$ cat config.mk
export PLATFORM = sky130hd
export DESIGN_NAME = sprite_line_scheduler_flat
export DESIGN_NICKNAME = d
export VERILOG_FILES = /design/src/rtl/sprite_line_scheduler_pkg.sv /design/src/rtl/sprite_line_scheduler_if.sv /design/src/rtl/sprite_line_scheduler_slot_match.sv /design/src/rtl/sprite_line_scheduler.sv /design/src/flat_wrapper.sv
export SDC_FILE = /design/constraint.sdc
export NUM_CORES = 1
export LEC_CHECK = 0
export CORE_MARGIN = 2
export CORE_UTILIZATION = 28
export CTS_CLUSTER_DIAMETER = 40
export DETAILED_ROUTE_END_ITERATION = 10
export DONT_BUFFER_PORTS = 1
export SYNTH_ARGS = -nofsm -noshare
export SYNTH_HDL_FRONTEND = slang
export SYNTH_SLANG_ARGS = --single-unit
$ cat constraint.sdc
create_clock -name vga_clk -period 8.1 [get_ports vga_clk]
set_input_delay 0.81 -clock vga_clk [delete_from_list [all_inputs] [get_ports vga_clk]]
set_output_delay 0.81 -clock vga_clk [all_outputs]
set_load 0.01 [all_outputs]
$ cat src/rtl/sprite_line_scheduler_pkg.sv
// Shared constants, direction enum, slot record and span helper for the
// sprite line scheduler.
package sprite_pkg;

  localparam int H_ACTIVE = 640;
  localparam int H_TOTAL  = 800;
  localparam int V_TOTAL  = 525;
  localparam int SPR_W    = 32;
  localparam int ID_W     = 8;

  typedef enum logic [1:0] {
    DIR_UP    = 2'd0,
    DIR_RIGHT = 2'd1,
    DIR_DOWN  = 2'd2,
    DIR_LEFT  = 2'd3
  } dir_e;

  typedef enum logic [1:0] {
    ST_IDLE = 2'd0,
    ST_SCAN = 2'd1,
    ST_DONE = 2'd2
  } scan_state_e;

  typedef struct packed {
    logic            valid;
    logic [ID_W-1:0] id;
    logic [9:0]      x;
    dir_e            dir;
    logic [4:0]      row;
  } slot_t;

  // True when v lies in [lo, lo+SPR_W); 11-bit so a sprite near the edge never wraps.
  function automatic logic in_span(input logic [9:0] lo, input logic [9:0] v);
    logic [10:0] lo_e;
    logic [10:0] v_e;
    lo_e = {1'b0, lo};
    v_e  = {1'b0, v};
    return (v_e >= lo_e) && (v_e < lo_e + 11'(SPR_W));
  endfunction

endpackage

$ cat src/rtl/sprite_line_scheduler_if.sv
// Video timing, object table, sprite ROM port and pixel result bundle.
interface sprite_line_scheduler_if #(parameter int N_SPR = 8);

  logic [9:0]               DrawX;
  logic [9:0]               DrawY;
  logic                     blank;
  logic [N_SPR-1:0]         spr_en;
  logic [N_SPR*10-1:0]      spr_x;
  logic [N_SPR*10-1:0]      spr_y;
  logic [N_SPR*2-1:0]       spr_dir;
  logic [11:0]              rom_addr;
  logic [3:0]               rom_q;
  logic                     pix_hit;
  logic [3:0]               pix_index;
  logic [$clog2(N_SPR)-1:0] pix_id;
  logic [9:0]               pix_x;
  logic [9:0]               pix_y;
  logic                     line_ovf;

  modport master (
    output DrawX, DrawY, blank, spr_en, spr_x, spr_y, spr_dir, rom_q,
    input  rom_addr, pix_hit, pix_index, pix_id, pix_x, pix_y, line_ovf
  );

  modport slave (
    input  DrawX, DrawY, blank, spr_en, spr_x, spr_y, spr_dir, rom_q,
    output rom_addr, pix_hit, pix_index, pix_id, pix_x, pix_y, line_ovf
  );

endinterface

$ cat src/rtl/sprite_line_scheduler_slot_match.sv
// Per-slot horizontal hit test with lowest-slot-wins priority.
module sprite_slot_match
  import sprite_pkg::*;
#(
  parameter int N_SLOT = 4
) (
  input  slot_t           slots [N_SLOT],
  input  logic [9:0]      draw_x,
  output logic            hit,
  output logic [ID_W-1:0] win_id,
  output dir_e            win_dir,
  output logic [4:0]      win_row,
  output logic [4:0]      win_col
);

  // Walk from the highest slot down so the lowest matching slot is assigned last.
  always_comb begin
    hit     = 1'b0;
    win_id  = '0;
    win_dir = DIR_UP;
    win_row = '0;
    win_col = '0;
    for (int s = N_SLOT - 1; s >= 0; s--) begin
      if (slots[s].valid && in_span(slots[s].x, draw_x)) begin
        hit     = 1'b1;
        win_id  = slots[s].id;
        win_dir = slots[s].dir;
        win_row = slots[s].row;
        win_col = 5'(draw_x - slots[s].x);
      end
    end
  end

endmodule

$ cat src/rtl/sprite_line_scheduler.sv
// Builds the next scanline's sprite list during hblank and picks one sprite
// per pixel in active video, returning palette index two cycles after DrawX.
module sprite_line_scheduler
  import sprite_pkg::*;
#(
  parameter int N_SPR        = 8,
  parameter int MAX_PER_LINE = 4
) (
  input logic               vga_clk,
  input logic               reset,
  sprite_line_scheduler_if.slave bus
);

  localparam int IDX_W  = $clog2(N_SPR);
  localparam int SLOT_W = $clog2(MAX_PER_LINE);
  localparam int CNT_W  = $clog2(MAX_PER_LINE + 1);

  scan_state_e      state, state_nxt;
  logic             scan_start, list_swap;
  logic [IDX_W-1:0] scan_idx;
  logic [CNT_W-1:0] scan_cnt;
  slot_t            scan_list [MAX_PER_LINE];
  slot_t            act_list  [MAX_PER_LINE];
  slot_t            new_slot;
  logic             obj_hit;
  logic             ovf_q;
  logic [9:0]       next_line;

  logic             obj_en  [N_SPR];
  logic [9:0]       obj_x   [N_SPR];
  logic [9:0]       obj_y   [N_SPR];
  logic [1:0]       obj_dir [N_SPR];

  for (genvar i = 0; i < N_SPR; i++) begin : g_unpack
    assign obj_en[i]  = bus.spr_en[i];
    assign obj_x[i]   = bus.spr_x[i*10 +: 10];
    assign obj_y[i]   = bus.spr_y[i*10 +: 10];
    assign obj_dir[i] = bus.spr_dir[i*2 +: 2];
  end

  assign next_line = (bus.DrawY == 10'(V_TOTAL - 1)) ? 10'd0 : bus.DrawY + 10'd1;

  // Scan FSM: start at end of active video, one object per cycle, swap lists at line end.
  always_comb begin
    state_nxt  = state;
    scan_start = 1'b0;
    list_swap  = 1'b0;
    case (state)
      ST_IDLE: if (bus.DrawX == 10'(H_ACTIVE)) begin
        state_nxt  = ST_SCAN;
        scan_start = 1'b1;
      end
      ST_SCAN: if (scan_idx == IDX_W'(N_SPR - 1)) state_nxt = ST_DONE;
      ST_DONE: if (bus.DrawX == 10'(H_TOTAL - 1)) begin
        state_nxt = ST_IDLE;
        list_swap = 1'b1;
      end
      default: state_nxt = ST_IDLE;
    endcase
  end

  // Qualify the object under the scan pointer against the upcoming line.
  always_comb begin
    new_slot = '0;
    obj_hit  = 1'b0;
    if (state == ST_SCAN && obj_en[scan_idx] && in_span(obj_y[scan_idx], next_line)) begin
      obj_hit        = 1'b1;
      new_slot.valid = 1'b1;
      new_slot.id    = ID_W'(scan_idx);
      new_slot.x     = obj_x[scan_idx];
      new_slot.dir   = dir_e'(obj_dir[scan_idx]);
      new_slot.row   = 5'(next_line - obj_y[scan_idx]);
    end
  end

  // State register, scan list fill with overflow flag, and list double buffer.
  always_ff @(posedge vga_clk or posedge reset) begin
    if (reset) begin
      state    <= ST_IDLE;
      scan_idx <= '0;
      scan_cnt <= '0;
      ovf_q    <= 1'b0;
      for (int s = 0; s < MAX_PER_LINE; s++) begin
        scan_list[s] <= '0;
        act_list[s]  <= '0;
      end
    end else begin
      state <= state_nxt;
      if (scan_start) begin
        scan_idx <= '0;
        scan_cnt <= '0;
        ovf_q    <= 1'b0;
        for (int s = 0; s < MAX_PER_LINE; s++) scan_list[s].valid <= 1'b0;
      end else if (state == ST_SCAN) begin
        scan_idx <= scan_idx + 1'b1;
        if (obj_hit) begin
          if (scan_cnt < CNT_W'(MAX_PER_LINE)) begin
            scan_list[scan_cnt[SLOT_W-1:0]] <= new_slot;
            scan_cnt <= scan_cnt + 1'b1;
          end else begin
            ovf_q <= 1'b1;
          end
        end
      end
      if (list_swap) begin
        for (int s = 0; s < MAX_PER_LINE; s++) act_list[s] <= scan_list[s];
      end
    end
  end

  logic            m_hit;
  logic [ID_W-1:0] m_id;
  dir_e            m_dir;
  logic [4:0]      m_row;
  logic [4:0]      m_col;

  sprite_slot_match #(.N_SLOT(MAX_PER_LINE)) u_match (
    .slots   (act_list),
    .draw_x  (bus.DrawX),
    .hit     (m_hit),
    .win_id  (m_id),
    .win_dir (m_dir),
    .win_row (m_row),
    .win_col (m_col)
  );

  logic unused_id_bits;
  assign unused_id_bits = &{1'b0, m_id[ID_W-1:IDX_W]};

  logic [11:0]      rom_addr_q;
  logic             s1_valid;
  logic [IDX_W-1:0] s1_id;
  logic [9:0]       s1_x, s1_y;
  logic             pix_hit_q;
  logic [3:0]       pix_index_q;
  logic [IDX_W-1:0] pix_id_q;
  logic [9:0]       pix_x_q, pix_y_q;

  // Stage 0: register ROM address for a visible winning pixel; address holds otherwise.
  always_ff @(posedge vga_clk or posedge reset) begin
    if (reset) begin
      rom_addr_q <= '0;
      s1_valid   <= 1'b0;
      s1_id      <= '0;
      s1_x       <= '0;
      s1_y       <= '0;
    end else begin
      s1_x <= bus.DrawX;
      s1_y <= bus.DrawY;
      if (bus.blank && m_hit) begin
        rom_addr_q <= {m_dir, m_row, m_col};
        s1_valid   <= 1'b1;
        s1_id      <= m_id[IDX_W-1:0];
      end else begin
        s1_valid   <= 1'b0;
      end
    end
  end

  // Stage 2: combine ROM data with the valid bit; index 0 is transparent.
  always_ff @(posedge vga_clk or posedge reset) begin
    if (reset) begin
      pix_hit_q   <= 1'b0;
      pix_index_q <= '0;
      pix_id_q    <= '0;
      pix_x_q     <= '0;
      pix_y_q     <= '0;
    end else begin
      pix_hit_q   <= s1_valid && (bus.rom_q != 4'd0);
      pix_index_q <= (s1_valid && (bus.rom_q != 4'd0)) ? bus.rom_q : 4'd0;
      pix_id_q    <= (s1_valid && (bus.rom_q != 4'd0)) ? s1_id : '0;
      pix_x_q     <= s1_x;
      pix_y_q     <= s1_y;
    end
  end

  assign bus.rom_addr  = rom_addr_q;
  assign bus.pix_hit   = pix_hit_q;
  assign bus.pix_index = pix_index_q;
  assign bus.pix_id    = pix_id_q;
  assign bus.pix_x     = pix_x_q;
  assign bus.pix_y     = pix_y_q;
  assign bus.line_ovf  = ovf_q;

endmodule

$ cat src/flat_wrapper.sv
// flat-port wrapper written by rule: the top's interface ports become plain ports
module sprite_line_scheduler_flat import sprite_pkg::*;
#(
  parameter int N_SPR        = 8,
  parameter int MAX_PER_LINE = 4
)
  (vga_clk, reset, bus_DrawX, bus_DrawY, bus_blank, bus_spr_en, bus_spr_x, bus_spr_y, bus_spr_dir, bus_rom_q, bus_rom_addr, bus_pix_hit, bus_pix_index, bus_pix_id, bus_pix_x, bus_pix_y, bus_line_ovf);
  sprite_line_scheduler_if #(.N_SPR(N_SPR)) bus_i ();
  input logic vga_clk;
  input logic reset;
  input wire logic [$bits(bus_i.DrawX)-1:0] bus_DrawX;
  input wire logic [$bits(bus_i.DrawY)-1:0] bus_DrawY;
  input wire logic [$bits(bus_i.blank)-1:0] bus_blank;
  input wire logic [$bits(bus_i.spr_en)-1:0] bus_spr_en;
  input wire logic [$bits(bus_i.spr_x)-1:0] bus_spr_x;
  input wire logic [$bits(bus_i.spr_y)-1:0] bus_spr_y;
  input wire logic [$bits(bus_i.spr_dir)-1:0] bus_spr_dir;
  input wire logic [$bits(bus_i.rom_q)-1:0] bus_rom_q;
  output wire logic [$bits(bus_i.rom_addr)-1:0] bus_rom_addr;
  output wire logic [$bits(bus_i.pix_hit)-1:0] bus_pix_hit;
  output wire logic [$bits(bus_i.pix_index)-1:0] bus_pix_index;
  output wire logic [$bits(bus_i.pix_id)-1:0] bus_pix_id;
  output wire logic [$bits(bus_i.pix_x)-1:0] bus_pix_x;
  output wire logic [$bits(bus_i.pix_y)-1:0] bus_pix_y;
  output wire logic [$bits(bus_i.line_ovf)-1:0] bus_line_ovf;
  assign bus_i.DrawX = bus_DrawX;
  assign bus_i.DrawY = bus_DrawY;
  assign bus_i.blank = bus_blank;
  assign bus_i.spr_en = bus_spr_en;
  assign bus_i.spr_x = bus_spr_x;
  assign bus_i.spr_y = bus_spr_y;
  assign bus_i.spr_dir = bus_spr_dir;
  assign bus_i.rom_q = bus_rom_q;
  assign bus_rom_addr = bus_i.rom_addr;
  assign bus_pix_hit = bus_i.pix_hit;
  assign bus_pix_index = bus_i.pix_index;
  assign bus_pix_id = bus_i.pix_id;
  assign bus_pix_x = bus_i.pix_x;
  assign bus_pix_y = bus_i.pix_y;
  assign bus_line_ovf = bus_i.line_ovf;
  sprite_line_scheduler #(.N_SPR(N_SPR), .MAX_PER_LINE(MAX_PER_LINE)) u_core (.vga_clk(vga_clk), .reset(reset), .bus(bus_i));
endmodule
==> results of run 1 <==
-- placed cells by master (no fill, tap or decap), drive strengths merged, types with 11 or more instances in the layout --
master  netlist  routed
o21ai        89      89
nor2b        11      11
mux2i        11      11
nand4        11      11
o41ai        12      12
clkinv        0      12
dfrtp       241     241
buf          24      11
nor3         19      19
inv          67      76
ha           88      88
nor2         43      43
xnor2        22      22
a21oi        26      26
nand3        20      20
mux2        112     112
a221oi       11      11
nand2       115     115
clkbuf       25      47
mux4         46      46
-- sequential cells by signal, indices dropped and copies added, names as in the netlist --
name	count
u_core.s1_x	10
u_core.scan_cnt	3
u_core.bus.pix_hit	1
u_core.act_list	84
u_core.s1_y	10
u_core.bus.pix_index	4
u_core.bus.pix_x	10
u_core.bus.line_ovf	1
u_core.state	2
u_core.s1_valid	1
u_core.bus.rom_addr	12
u_core.scan_list	84
u_core.scan_idx	3
u_core.s1_id	3
u_core.bus.pix_id	3
u_core.bus.pix_y	10
-- area by class of cell --
class / instances / area (µm²) / share of cell area
Clock buffer: 47 / 1110 / 0.0721
Sequential cell: 241 / 6040 / 0.392
Clock inverter: 32 / 510 / 0.0331
Tap cell: 607 / 759 / 0.0493
Multi-Input combinational cell: 760 / 6640 / 0.431
Timing Repair Buffer: 11 / 82.6 / 0.00536
Inverter: 67 / 259 / 0.0168
Antenna cell: 6 / 15.0 / 0.000974
-- worst paths after layout --
kind                               startpoint                    to  slack, ns  cells past startpoint
max in group asynchronous               reset    u_core.scan_idx[0]       6.42                      2
hold / removal                          reset   u_core.act_list[25]       0.21                      1
hold reg to reg                u_core.s1_x[9]   u_core.bus.pix_x[9]       0.34                      0
setup reg to reg           u_core.scan_idx[0]  u_core.scan_list[16]       3.14                     11
min in group vga_clk             bus_DrawY[8]        u_core.s1_y[8]       0.25                      0
setup / recovery           u_core.scan_idx[0]  u_core.scan_list[16]       3.14                     11
-- per-layer routing --
metal	GRT usage	vias to the layer above
met4	0.0693	0
met1	0.186	4479
met3	0.0443	81
met2	0.245	320
met5	0	-
li1	-	4077
-- cells by family (layout without fill, tap and decap cells) --
logic type                 Yosys count  count (layout)  share of synthesized area
AOI/OAI and AO/OA                  205             205                      0.103
xor gates and xnor gates            31              31                     0.0206
adders and majority gates           93              93                     0.0913
buffers and inverters              116             157                     0.0388
DFF                                241             241                      0.458
muxes                              169             169                      0.190
other                                0               6                          0
and+or+nand+nor                    262             262                     0.0980
-- metrics by stage --
step | cell area, µm² | std cells | power, W
finish | 15400 | 1771 | 0.00356
global route | 15400 | 1770 | 0.00370
CTS | 15400 | 1765 | 0.00361
detailed placement | 13800 | 1686 | 0.00159
global placement | 13800 | 1686 | 0.00158
floorplan | 13200 | 1117 | 0.00151
-- power breakdown --
part / leakage, nW / internal [W] / total (W) / switching (W)
clock: 0.785 / 0.00131 / 0.00199 / 0.000687
combinational: 3.37 / 0.000146 / 0.000310 / 0.000164
sequential: 3.05 / 0.00122 / 0.00125 / 0.0000336
==> run summary, run 1 <==
Status -> finished, final reports clean
Post-route setup slack -> 3.14 ns
Synth area leaders -> dfrtp_1 46%, ha_1 8.4%, mux4_2 7.9%, mux2_2 6.8%, nand2_1 3.3%
Antenna violations before repair -> 7
Post-Place Setup Slack -> 3.17 ns
Met2 wire length -> 16800 µm
Drt first pass iters -> 5
Crit Path Max Fanout -> 53
Drt drc -> 0
Worst path arrival time -> 5.40 ns
Max_slew headroom -> 0.245
Core box area -> 46500 µm²
Routed wl met3 -> 2450 µm
Crit path time final -> 4.96 ns
Critical path's largest stage delay -> 1.04 ns
Setup repair bufs after CTS -> 0
Total Negative Setup Slacks -> 0 ns
Top Ports -> 252
Final Hold Viols -> 0
Synth warn -> 0
Pwr dens -> 231 nW/µm²
Crit-path cells -> mux4_2, mux2_2, ha_1, fa_1, and2b_1, o21ai_2, a311oi_2, nor2_1, a211oi_4, nand4_4, mux2_1
Post-CTS Hold Buffers -> 0
Top-area cell type share of the netlist area -> 0.458
Met1 wire length -> 15500 µm
Num rows -> 79
Drt total wl -> 36300 µm
CP Class -> reg2reg
Chip Height -> 221 µm
Vias in the first global route -> 9677
CTS Buf Count -> 43
Area Growth Syn to Fin -> 17.1%
Largest net degree at the start of global routing -> 102
DR vias -> 8957
Synth async-reset ratio -> 1.00
CP endpoint kind -> flip-flop
Max frequency -> 202 MHz
Mapped cell area -> 13200 µm²
Slowest CP cell -> dfrtp_4
Mapped Cells -> 1117
Sequential area share after synthesis -> 0.458
Util after Layout -> 0.332
Top post-synthesis cells by count -> 241 x dfrtp_1, 115 x nand2_1, 88 x ha_1
VDD IR max -> 0.000166 V
Clk_lat worst skew -> 0.58 ns
P_leak -> 7.20 nW
Synth Net Count -> 1421
Synth unique cells -> 75
Post-CTS resize count -> 0
Starting DRT DRC Count -> 455
Setup violators final -> 0
Area of the die -> 48700 µm²
CP required -> 8.54 ns
Clock Pin Slew Worst Setup and Hold Paths -> 0.05 ns
Register bit total from synthesis -> 241
CTS root buffer -> clkbuf_16
CTS tree -> yes
Critical Path Source Type -> flip-flop
First-pass GRT wire length -> 55400 µm
Clk buf depth -> 3
H-tree Lvls -> 2
Post-synth EDFFs -> 0
Area leader, netlist -> dfrtp_1
RSZ-0062 raised after global routing -> no
Starting density of the core -> 0.283
Gr usage total -> 0.151
Post-route ant nets -> 0
Port buffer count -> 0
Die Wd -> 221 µm
GPL Wtd Cong -> 0.945
Fill cell count -> 4641
GRT overflow -> 0
Highest layer used for signal routing -> met4
DR WL/cell -> 20.5 µm
Top-count cell post-synth -> dfrtp_1
Max-slew violations -> 0
Clock skew -> 0.0343 ns
Final period utilization -> 0.612
Hold Path Class -> in2async
Slew @ Worst Pin -> 1.13 ns
Layout cells sized above 1 -> 0.226
Top_reg_cell synth -> dfrtp_1
Nets@finish -> 1428
Syn Area/Cell -> 11.8 µm²
CTS Sinks -> 241
HPWL Detailed -> 26500 µm
Worst hold-check slack -> 0.215 ns
Top delay family on crit path -> multiplexers
Max-Cap Viols -> 0
Worst Path Buf+Inv -> 0
DR vias/cell -> 5.06
(Power assumes the default switching activity.)
==> inputs of run 2 (changes only) <==
clock period = 4.6 ns   (was 8.1 ns; I/O delays follow)
==> run 2 against run 1 <==
  * Setup slack worse by 2.9 ns
  * Total power up 68%
  * Die area unchanged
  * Register-to-register slack got worse by 2.9 ns
  * Wire length rose by 2.0%
  * Highest routed layer unchanged
==> run summary, run 2 (synthesis gave the netlist of run 1 again) <==
Status -> finished, final reports clean
CTS tree -> yes
CP Class -> reg2reg
Max-slew violations -> 0
Drt total wl -> 37000 µm
Reg2reg setup slack -> 0.29 ns
First-pass GRT wire length -> 55800 µm
Starting density of the core -> 0.283
CP required -> 5.05 ns
GPL Wtd Cong -> 0.928
Setup violators final -> 0
Critical Path Source Type -> flip-flop
VDD IR max -> 0.000267 V
Area Growth Syn to Fin -> 18.3%
Most frequent cells in the layout -> 239 x dfrtp_1, 115 x nand2_1, 88 x ha_1
Max_slew headroom -> 0.398
Die Wd -> 221 µm
CTS root buffer -> clkbuf_16
Chip Height -> 221 µm
Clock Pin Slew Worst Setup and Hold Paths -> 0.05 ns
Reg2reg path depth -> 11
Commonest non-fill, non-tap cell in the layout -> dfrtp_1
DR vias -> 9029
Crit Path Max Fanout -> 24
Hold Path End -> u_core.bus.pix_index[3]
Max-Cap Viols -> 0
Gr usage total -> 0.154
Worst path arrival time -> 4.77 ns
Starting DRT DRC Count -> 550
Hold Path Class -> in2reg
Max frequency -> 232 MHz
Port buffer count -> 0
R2r startpoint -> u_core.scan_idx[0]
Area of the die -> 48700 µm²
H-tree Lvls -> 2
Total Negative Setup Slacks -> 0 ns
CP endpoint kind -> flip-flop
Hold Path Origin -> bus_rom_q[3]
Final Hold Viols -> 0
Antenna violations before repair -> 7
Num rows -> 79
Final period utilization -> 0.938
RSZ-0062 raised after global routing -> no
CTS Sinks -> 241
Drt drc -> 0
P_leak -> 7.26 nW
Drt first pass iters -> 5
Pwr dens -> 383 nW/µm²
Layout cells sized above 1 -> 0.226
Clk buf depth -> 3
Hold Path Cell Cnt -> 1
CTS Buf Count -> 42
Top Ports -> 252
Core box area -> 46500 µm²
DR WL/cell -> 20.6 µm
DR vias/cell -> 5.02
Nets@finish -> 1457
Post-route ant nets -> 0
GRT overflow -> 0
Crit path time final -> 4.31 ns
R2r endpoint -> u_core.scan_list[16]
Util after Layout -> 0.335
Clk_lat worst skew -> 0.59 ns
Slew @ Worst Pin -> 0.901 ns
HPWL Detailed -> 27100 µm
Vias in the first global route -> 9415
Clock skew -> 0.0335 ns
Largest net degree at the start of global routing -> 90
[run 2: layer usage]
layer / up-vias / global-route usage / share of wire
met5: - / 0 / 0
met4: 0 / 0.0642 / 0.034
met3: 66 / 0.0357 / 0.073
met2: 332 / 0.250 / 0.47
met1: 4474 / 0.197 / 0.43
li1: 4157 / - / -
[run 2: how the worst max path moves through the flow]
stage | from | end | cells after the start
finish | u_core.scan_idx[0] | u_core.scan_list[16] | 11
global route | u_core.scan_idx[0] | u_core.scan_list[92] | 13
CTS | u_core.scan_idx[0] | u_core.scan_list[16] | 11
detailed placement | u_core.scan_idx[0] | u_core.scan_list[16] | 11
global placement | u_core.scan_idx[0] | u_core.scan_list[16] | 11
floorplan | u_core.scan_idx[2] | u_core.scan_list[33] | 14
[run 2: per-stage QoR]
| stage | worst slack [ns] | hold slack (ns) | std cells | instance area [µm²] | total power [W] |
|---|---|---|---|---|---|
| final | 0.287 | 0.0291 | 1799 | 15600 | 0.00596 |
| after global placement | 0.332 | 0.332 | 1695 | 13900 | 0.00280 |
| after CTS | 0.237 | 0.000853 | 1793 | 15500 | 0.00605 |
| after floorplan | 0.405 | 0.331 | 1117 | 13200 | 0.00266 |
| after global routing | 0.0222 | 0.0117 | 1797 | 15600 | 0.00621 |
| after detailed placement | 0.286 | 0.335 | 1695 | 13900 | 0.00281 |
[run 2: repair_timing]
action	CTS	global route
hold endpoints to repair	52	0
setup endpoints to repair	0	0
resized for setup	0	0
buffers inserted	0	0
hold buffers	21	0
[run 2: critical path, stage by stage (launching register included)]
cell	delay (ns)
dfrtp_4	0.55
mux4_2	0.53
mux2_2	0.28
ha_1	0.21
fa_1	0.37
and2b_1	0.24
o21ai_2	0.07
a311oi_2	0.23
nor2_1	0.10
a211oi_4	0.51
nand4_4	0.55
mux2_1	0.51
[run 2: area by class of cell]
| type | instances | area [µm²] |
|---|---|---|
| fill | 4655 | 30900 |
| multi-input combinational | 760 | 6640 |
| sequential | 241 | 6040 |
| clock buffer | 48 | 1110 |
| tap | 607 | 759 |
| timing repair buffer | 41 | 398 |
| clock inverter | 29 | 349 |
| inverter | 67 | 255 |
| antenna | 6 | 15.0 |
[run 2: power breakdown]
group,switching (W),internal [W]
registers,0.0000266,0.00215
clock network,0.00125,0.00193
logic,0.000334,0.000275
==> inputs of run 3 (changes only) <==
CORE_ASPECT_RATIO = 1.1   (was not set)
==> run 3 against run 2 <==
  * First-iteration DRC count down 11%
  * Sequential cell count unchanged
  * Highest routed layer unchanged
  * Global-route usage shrank 0.14 points
  * Wire length rose by 1.2%
  * Utilization increased by 0.24 points
==> run summary, run 3 (synthesis gave the netlist of run 1 again) <==
Status -> finished, final reports clean
Drt first pass iters -> 5
Core box area -> 46500 µm²
P_leak -> 7.33 nW
Crit path time final -> 4.33 ns
Num rows -> 83
GPL Wtd Cong -> 0.962
Util after Layout -> 0.337
Antenna violations before repair -> 10
Clock skew -> 0.0283 ns
Chip Height -> 231 µm
Drt total wl -> 37500 µm
Critical Path Source Type -> flip-flop
HPWL Detailed -> 27000 µm
Setup violators final -> 0
Die Wd -> 211 µm
Drt drc -> 0
R2r startpoint -> u_core.scan_idx[0]
CTS Buf Count -> 44
Area Growth Syn to Fin -> 19.3%
VDD IR max -> 0.000240 V
CTS tree -> yes
Max frequency -> 231 MHz
Final Hold Viols -> 0
DR vias -> 9098
FF/Latch Area -> 6040 µm²
Clk buf depth -> 3
Gr usage total -> 0.152
Final period utilization -> 0.942
H-tree Lvls -> 2
Worst path arrival time -> 4.76 ns
Clk_lat worst skew -> 0.58 ns
CTS Sinks -> 241
CP required -> 5.03 ns
DR WL/cell -> 20.8 µm
Commonest non-fill, non-tap cell in the layout -> dfrtp_1
Post-route ant nets -> 0
Starting DRT DRC Count -> 490
Starting density of the core -> 0.283
Largest net degree at the start of global routing -> 143
Pwr dens -> 388 nW/µm²
RSZ-0062 raised after global routing -> no
Area of the die -> 48700 µm²
GRT overflow -> 0
Reg2reg setup slack -> 0.27 ns
Top Ports -> 252
Fill cell count -> 4639
Most frequent cells in the layout -> 239 x dfrtp_1, 115 x nand2_1, 88 x ha_1
CTS root buffer -> clkbuf_16
Layout cells sized above 1 -> 0.229
Hold Path Class -> in2reg
Total Negative Setup Slacks -> 0 ns
Area of the multi-input gates -> 6650 µm²
CP endpoint kind -> flip-flop
Hold Path Cell Cnt -> 1
CP Class -> reg2reg
DR vias/cell -> 5.05
First-pass GRT wire length -> 56100 µm
Nets@finish -> 1463
Port buffer count -> 0
Max_slew headroom -> 0.262
Crit Path Max Fanout -> 22
Max-slew violations -> 0
Hold Path Origin -> bus_rom_q[0]
Reg2reg path depth -> 14
Hold Path End -> u_core.bus.pix_index[0]
Vias in the first global route -> 9581
Slew @ Worst Pin -> 1.10 ns
Max-Cap Viols -> 0
R2r endpoint -> u_core.scan_list[26]
Clock Pin Slew Worst Setup and Hold Paths -> 0.06 ns
## run 3: changes by cell type in the layout (fill, tap and decap cells not counted)
cell,previous run,this run
diode_2,6,12
inv_6,9,4
inv_8,6,11
clkinv_4,2,5
dlygate4sd3_1,21,24
buf_4,17,15
clkbuf_16,42,44
buf_12,3,4
buf_6,0,1
clkinv_16,2,1
clkinv_2,3,4
clkinvlp_4,5,4
inv_16,1,2
nand4_2,0,1
## run 3: stage by stage
stage | std cells | total power (W) | hold slack (ns) | setup slack [ns] | instance area, µm²
6_report | 1802 | 0.00609 | 0.0374 | 0.268 | 15700
5_1_grt | 1802 | 0.00635 | 0.0280 | 0.0432 | 15700
4_1_cts | 1787 | 0.00618 | 0.00248 | 0.00989 | 15600
3_5_place_dp | 1681 | 0.00281 | 0.335 | 0.0423 | 13900
3_3_place_gp | 1681 | 0.00279 | 0.333 | 0.0944 | 13900
2_1_floorplan | 1117 | 0.00266 | 0.331 | 0.405 | 13200
## run 3: repair_timing
action / in CTS / in global routing
hold buffers: 24 / 0
setup buffers: 0 / 2
endpoints found under the setup margin: 0 / 74
endpoints found under the hold margin: 48 / 0
gates resized for setup: 0 / 1
## run 3: critical path, stage by stage (launching register included)
cell      delay (ns)
dfrtp_4         0.68
mux4_2          0.55
mux2_2          0.27
ha_1            0.20
fa_1            0.38
and2b_1         0.25
o21ai_2         0.08
a311oi_2        0.25
nor2_1          0.11
a211oi_4        0.26
buf_4           0.22
nand4_4         0.42
buf_4           0.34
nand2_1         0.06
o21ai_0         0.07
## run 3: layout make-up
class / count / area share
diodes: 12 / 0.00191
clock buffers: 50 / 0.0741
clock inverters: 32 / 0.0239
inverters: 67 / 0.0163
multi-input cells: 761 / 0.424
flip-flops and latches: 241 / 0.385
well taps: 595 / 0.0474
repair buffers: 44 / 0.0283
## run 3: metal layers
layer | part of all wire | global-route usage
met1 | 0.43 | 0.185
met2 | 0.47 | 0.252
met3 | 0.065 | 0.0411
met4 | 0.039 | 0.0691
met5 | 0 | 0
## run 3: worst max path at each step
stage / endpoint / from
detailed placement: u_core.scan_list[16] / u_core.scan_idx[0]
global route: u_core.scan_list[91] / u_core.scan_idx[0]
global placement: u_core.scan_list[16] / u_core.scan_idx[0]
CTS: u_core.scan_list[16] / u_core.scan_idx[0]
finish: u_core.scan_list[26] / u_core.scan_idx[0]
floorplan: u_core.scan_list[33] / u_core.scan_idx[2]
## run 3: power breakdown
part / leakage [nW] / total, W / internal, W / switching (W)
combinational: 3.53 / 0.000606 / 0.000276 / 0.000330
sequential: 3.05 / 0.00218 / 0.00215 / 0.0000345
clock: 0.754 / 0.00331 / 0.00202 / 0.00128
total: 7.33 / 0.00609 / 0.00445 / 0.00165
